File: config.mk
export PLATFORM = sky130hd
export DESIGN_NAME = pselect
export DESIGN_NICKNAME = d
export VERILOG_FILES = /design/src/rtl/pselect.sv
export SDC_FILE = /design/constraint.sdc
export NUM_CORES = 1
export LEC_CHECK = 0
export ABC_CLOCK_PERIOD_IN_PS = 6900
export CAP_MARGIN = 10
export CORE_ASPECT_RATIO = 0.6
export CORE_MARGIN = 4
export CORE_UTILIZATION = 65
export CTS_BUF_LIST = sky130_fd_sc_hd__clkbuf_4
export DETAILED_ROUTE_END_ITERATION = 7
export DONT_BUFFER_PORTS = 1
export HOLD_SLACK_MARGIN = 0.15
export PLACE_DENSITY = 0.87
export SYNTH_ARGS = -nofsm -noshare
export SYNTH_HDL_FRONTEND = slang
export SYNTH_SLANG_ARGS = --single-unit
File: constraint.sdc
create_clock -name clock -period 6.9 [get_ports clock]
set_input_delay 1.725 -clock clock [delete_from_list [all_inputs] [get_ports clock]]
set_output_delay 1.725 -clock clock [all_outputs]
set_load 0.1 [all_outputs]
File: src/rtl/pselect.sv
// Rotating-priority selector: grants the first set request found from a
// sel-controlled start position, with a registered copy of the grant.
module pselect #(
  parameter int N   = 8,
  parameter int DIR = 0
) (
  input  logic                 clock,
  input  logic                 reset,
  input  logic [N-1:0]         req,
  input  logic                 en,
  input  logic [$clog2(N)-1:0] sel,
  output logic [N-1:0]         gnt,
  output logic [$clog2(N)-1:0] gnt_idx,
  output logic                 gnt_valid,
  output logic [N-1:0]         gnt_q,
  output logic                 gnt_valid_q
);

  localparam int W = $clog2(N);

  // Walk positions from the start point, wrapping modulo N; DIR=1 mirrors the start and walks downward.
  always_comb begin
    int   startPos;
    int   idx;
    logic found;
    gnt      = '0;
    gnt_idx  = '0;
    found    = 1'b0;
    idx      = 0;
    startPos = (int'(sel) >= N) ? 0 : int'(sel);
    if (DIR != 0) begin
      startPos = N - 1 - startPos;
    end
    if (en) begin
      for (int k = 0; k < N; k++) begin
        if (DIR == 0) begin
          idx = (startPos + k) % N;
        end else begin
          idx = (startPos - k + N) % N;
        end
        if (!found && req[idx]) begin
          found    = 1'b1;
          gnt[idx] = 1'b1;
          gnt_idx  = W'(idx);
        end
      end
    end
  end

  assign gnt_valid = |gnt;

  always_ff @(posedge clock or negedge reset) begin
    if (!reset) begin
      gnt_q       <= '0;
      gnt_valid_q <= 1'b0;
    end else begin
      gnt_q       <= gnt;
      gnt_valid_q <= gnt_valid;
    end
  end

endmodule

==> results of run 1 <==
power groups by stage:
stage	Combinational, mW	Clock (mW)	Sequential (mW)
2_1_floorplan	0.190	0	0.0882
3_3_place_gp	0.223	0	0.0885
3_5_place_dp	0.223	0	0.0887
4_1_cts	0.224	0.0470	0.0876
5_1_grt	0.242	0.0496	0.0877
6_report	0.231	0.0460	0.0875
final timing paths:
| check | startpoint | endpoint | cells after the start |
|---|---|---|---|
| min in group clock | en | gnt_q[3]$_DFF_PN0_ | 2 |
| max in group asynchronous | reset | gnt_q[0]$_DFF_PN0_ | 0 |
| max | sel[0] | gnt_valid | 11 |
| min | reset | gnt_q[1]$_DFF_PN0_ | 0 |
through the flow:
| step | cells | hold slack, ns |
|---|---|---|
| after floorplan | 238 | 1.429 |
| after global placement | 283 | 1.430 |
| after detailed placement | 283 | 1.430 |
| after CTS | 287 | 1.142 |
| after global routing | 287 | 1.131 |
| final | 287 | 1.147 |
routing by layer:
layer / vias to the layer above / track usage (%) / share of wire, %
met5: - / 0 / 0
met4: 0 / 3.198 / 0.38
met3: 6 / 14.34 / 17
met2: 199 / 43.24 / 40
met1: 980 / 52.69 / 43
li1: 945 / - / -
registers in the layout (all words and copies together) (netlist names):
name	count
gnt_valid_q	1
gnt_q	8
cell families (layout without fill, tap and decap cells):
group	Yosys count	in the layout	share of synthesized area (%)
adders and majority gates	6	6	3.863
AOI/OAI and AO/OA	85	85	32.52
DFF	9	9	11.59
xor gates and xnor gates	3	3	2.705
muxes	26	26	18.35
buffers and inverters	19	26	6.826
and+or+nand+nor	90	90	24.15
final cells by class:
class,count,area (sq um)
flip-flops and latches,9,225.2
fillers,222,763.2
inverters,6,22.52
multi-input cells,210,1658
clock buffers,4,30.03
repair buffers,16,120.1
well taps,42,52.55
layout by cell type (no fill, tap or decap), drive strengths merged, types with 5 or more instances in the layout:
cell type | synthesis | final
inv | 6 | 6
nor3 | 7 | 7
nor2 | 16 | 16
nand3 | 9 | 9
dfrtp | 9 | 9
nand4 | 5 | 5
buf | 6 | 16
a21oi | 10 | 10
mux4 | 5 | 5
mux2 | 8 | 8
a31oi | 11 | 11
o21ai | 22 | 22
nand2 | 32 | 32
ha | 6 | 6
mux2i | 13 | 13
a211oi | 5 | 5
==> impl_metrics.yaml, run 1 <==
yosys:
  ys_ff_latch: 9
  synth_top_area_share_pct: 11.59
  synth.area.top_cells: "dfrtp_1, mux2i_1, mux4_2"
  yosysTopAreaCell: "dfrtp_1"
  ys_warn_count: 0
  synthArstFlopShare_pct: 100.0
  syn_inst: 238
  synth_edf_count: 0
  avgSynthCellArea_sq_um: 8.164
  ys_types: 72
  syn-num-nets: 258
  ys.flop_type: "dfrtp_1"
  synth_area_sq_um: 1943
  synth-seq-area-share_pct: 11.59
  synth_common_cells: "nand2_1, o21ai_0, nor2_1"
  yosys.cell_count.top_type: "nand2_1"
worst_setup_path:
  critPathSlowestCell: "mux4_2"
  crit_type: "in -> out"
  worst-path-buf-inv: 1
  max_stage_delay_ns: 0.57
  critPathMaxFanout: 34
  crit_family: "simple AND/OR/NAND/NOR gates"
  worstSetupEndpointType: "primary output"
  crit_arrival_ns: 4.78
  start_kind: "input pin"
  crit_required_ns: 5.18
  path_cells: "inv_2, ha_1, xnor2_4, mux4_2, nand2_2, o22ai_1, nand3_1, a2bb2oi_1, o41a_2, nor4_2, nand4bb_4"
placed_design:
  gp_congestion: 1.056
  io_buffers: 0
  dp_slack_ns: 0.4225
  dpl_cell_area_sq_um: 2078
  dp_hpwl_um: 5072
clock_network:
  clock_path_buffers: 2
  ctsHtreeMaxLevel: 1
  cts_root_buffer: "clkbuf_4"
  cts.repair.resized: 0
  post_cts_buffers: 0
  cts_sinks: 9
  cts_tree: "yes"
  path_clk_slew_ns: 0.07
  numCtsBuffers: 3
  cts_hold_buf: 0
run_status:
  outcome: "completed"
timing:
  relSlewSlack_pct: 40.12
  fmax_mhz: 153.7
  setup-tns-final_ns: 0
  timing.final.ws_setup_ns: 0.3952
  worstMarginPinSlew_ns: 0.8988
  hold_violations: 0
  drv_slew: 0
  layout_min_cycle_time_ns: 6.505
  setup_viol_count_final: 0
  rsz0062_at_grt: "false"
  post-route-period-util_pct: 94.27
floorplanning:
  fp-row-count: 15
  core_sq_um: 2872
  initial_core_util_pct: 67.67
  die_w_um: 78.59
  dieHeight_um: 50.35
  io_pins: 35
  die_area_sq_um: 3957
pwr:
  intPower_uw: 155.4
  swShare_pct: 57.37
  clock_power_share_pct: 12.6
  p_leak_nw: 0.8001
  pwr-share-comb_pct: 63.4
  power_density_nw_per_um2: 172.9
  seqPwrFrac_pct: 24.0
  peakVddDrop_mv: 0.1204
  finalPower_uw: 364.6
  p_switching_uw: 209.2
drt:
  drc: 0
  vias: 2130
  drt_iter0_drc: 399
  dr.pass1.iters: 5
  drt_wl_total_um: 6581
  viasPerCell: 7.422
  wl_per_cell_um: 22.93
  ant_nets: 0
flow_run:
  drv_cap: 0
grt:
  grt.total_usage_pct: 33.86
  antenna_found_initial: 0
  grt_pass1_wl_um: 10240
  grt.overflow.total: 0
  grt_max_degree: 35
  grt_pass1_vias: 1874
finish:
  syn_to_final_growth_pct: 8.500
  final_util_pct: 73.42
  drive_gt1_share_pct: 26.53
  antenna_cells: 0
  nets: 266
  design_area_sq_um: 2108
hold_path:
  hold_path.class: "in -> async"
Note: power is estimated with default switching activity, not from simulation.
==> run 2, diff against run 1 <==
- ABC_CLOCK_PERIOD_IN_PS: 6900 -> 7500
- clock period: 6.9 -> 7.5 ns (I/O delays scaled with it)
==> run 2 against run 1 <==
  * Global-route usage grew 2.9 points
  * Routed wire length grew 4.7%
  * Largest cell class unchanged
  * First-iteration DRC count grew 18%
  * Setup slack gained 0.28 ns
  * Combinational power shrank 8%
  * Cell count shrank 0.35%
  * Clock-buffer cell count is the same
  * Die area is the same
  * Non-clock buffer count shrank 1
  * Cell area shrank 2.1%
  * Critical path depth grew 1
  * Via count grew 5.5%
==> impl_metrics.yaml, run 2 (same netlist as run 1, synthesis figures left out) <==
clock_network:
  cts_tree: "yes"
  numCtsBuffers: 3
  cts_root_buffer: "clkbuf_4"
  ctsHtreeMaxLevel: 1
  path_clk_slew_ns: 0.07
  cts_sinks: 9
  cts_hold_buf: 0
  cts.repair.resized: 0
  post_cts_buffers: 0
  clock_path_buffers: 2
floorplanning:
  die_area_sq_um: 3957
  fp-row-count: 15
  die_w_um: 78.59
  dieHeight_um: 50.35
  initial_core_util_pct: 67.67
  io_pins: 35
  core_sq_um: 2872
timing:
  relSlewSlack_pct: 41.15
  setup_viol_count_final: 0
  fmax_mhz: 146.6
  worstMarginPinSlew_ns: 0.8834
  layout_min_cycle_time_ns: 6.821
  rsz0062_at_grt: "false"
  drv_slew: 0
  hold_violations: 0
  post-route-period-util_pct: 90.94
worst_setup_path:
  start_kind: "input pin"
  crit_required_ns: 5.62
  path_cells: "inv_2, ha_1, buf_4, mux4_2, nor2b_1, nand3_1, a211oi_1, o21ai_0, a21oi_2, nor4_2, nand4bb_1, buf_4"
  max_stage_delay_ns: 0.49
  cpMostUsedCell: "buf_4"
  critPathMaxFanout: 34
  crit_type: "in -> out"
  critPathSlowestCell: "nor2b_1"
  crit_arrival_ns: 4.95
  worstSetupEndpointType: "primary output"
grt:
  antenna_found_initial: 0
  grt_pass1_vias: 2008
  grt_max_degree: 35
  grt.total_usage_pct: 36.75
  grt.overflow.total: 0
  grt_pass1_wl_um: 11250
placed_design:
  io_buffers: 0
  gp_congestion: 0.9829
  dp_hpwl_um: 5192
drt:
  ant_nets: 0
  wl_per_cell_um: 24.10
  vias: 2247
  dr.pass1.iters: 5
  drt_wl_total_um: 6892
  drt_iter0_drc: 470
  viasPerCell: 7.857
  drc: 0
pwr:
  swShare_pct: 58.13
  p_switching_uw: 196.1
  pwr-share-comb_pct: 62.9
  p_leak_nw: 0.7841
  peakVddDrop_mv: 0.1185
  power_density_nw_per_um2: 163.4
  seqPwrFrac_pct: 23.9
  intPower_uw: 141.2
  finalPower_uw: 337.3
  clock_power_share_pct: 13.2
finish:
  reg_top3: "gnt_q x8, gnt_valid_q x1"
  final_util_pct: 71.90
  antenna_cells: 0
  top_register: "gnt_q"
  drive_gt1_share_pct: 25.00
  most-common-layout-cells: "nand2_1, o21ai_0, buf_4"
  nets: 265
  mostFrequentLayoutCell: "nand2_1"
  syn_to_final_growth_pct: 6.246
  largest_register_ffs: 8
run_status:
  outcome: "completed"
hold_path:
  hold_path.class: "in -> async"
flow_run:
  drv_cap: 0
==> run 2: cell count changes in the layout (fill, tap and decap cells not counted), sizes merged <==
| cell | previous run | this run |
|---|---|---|
| buf | 16 | 15 |
==> run 2: cell type report <==
type | instances | area, sq um
Clock buffer | 4 | 30.03
Fill cell | 250 | 807.0
Inverter | 6 | 22.52
Multi-Input combinational cell | 210 | 1622
Sequential cell | 9 | 225.2
Tap cell | 42 | 52.55
Timing Repair Buffer | 15 | 112.6
==> run 2: per-layer routing <==
metal,vias to the layer above,part of all wire (%),global-route usage (%)
met5,-,0,0
met4,0,1.8,6.977
met3,26,18,15.05
met2,227,39,48.73
met1,1047,41,54.77
li1,947,-,-
==> run 2: path summary, 6_finish.rpt <==
| path | end | startpoint | cells after the start | slack [ns] |
|---|---|---|---|---|
| setup / recovery | gnt_valid | sel[0] | 12 | 0.68 |
| hold / removal | gnt_q[3]$_DFF_PN0_ | reset | 0 | 1.29 |
| max in group asynchronous | gnt_q[2]$_DFF_PN0_ | reset | 0 | 6.15 |
| min in group clock | gnt_q[5]$_DFF_PN0_ | en | 2 | 2.03 |
==> run 2: power groups by stage <==
| stage | clock network [mW] | logic, mW | registers (mW) |
|---|---|---|---|
| after floorplan | 0 | 0.170 | 0.0812 |
| after global placement | 0 | 0.203 | 0.0815 |
| after detailed placement | 0 | 0.203 | 0.0817 |
| after CTS | 0.0435 | 0.204 | 0.0807 |
| after global routing | 0.0476 | 0.221 | 0.0810 |
| final | 0.0446 | 0.212 | 0.0806 |
==> run 2: through the flow <==
step / TNS, ns / setup WS, ns / hold slack [ns] / instance area [sq um] / std cells
finish: 0 / 0.6793 / 1.285 / 2064 / 286
global route: 0 / 0.4747 / 1.272 / 2064 / 286
CTS: 0 / 0.7896 / 1.289 / 2064 / 286
detailed placement: 0 / 0.8576 / 1.580 / 2034 / 282
global placement: 0 / 0.9383 / 1.580 / 2034 / 282
floorplan: -0.5553 / -0.5553 / 1.579 / 1972 / 238
==> run 2: worst max-delay path, delay by kind of cell <==
kind,cells,cell delay (ns)
adder cells (fa/ha/maj),1,0.31
AND/OR/NAND/NOR,4,0.80
buffers and inverters,3,0.87
AO/OA/AOI/OAI,3,0.71
multiplexers,1,0.36
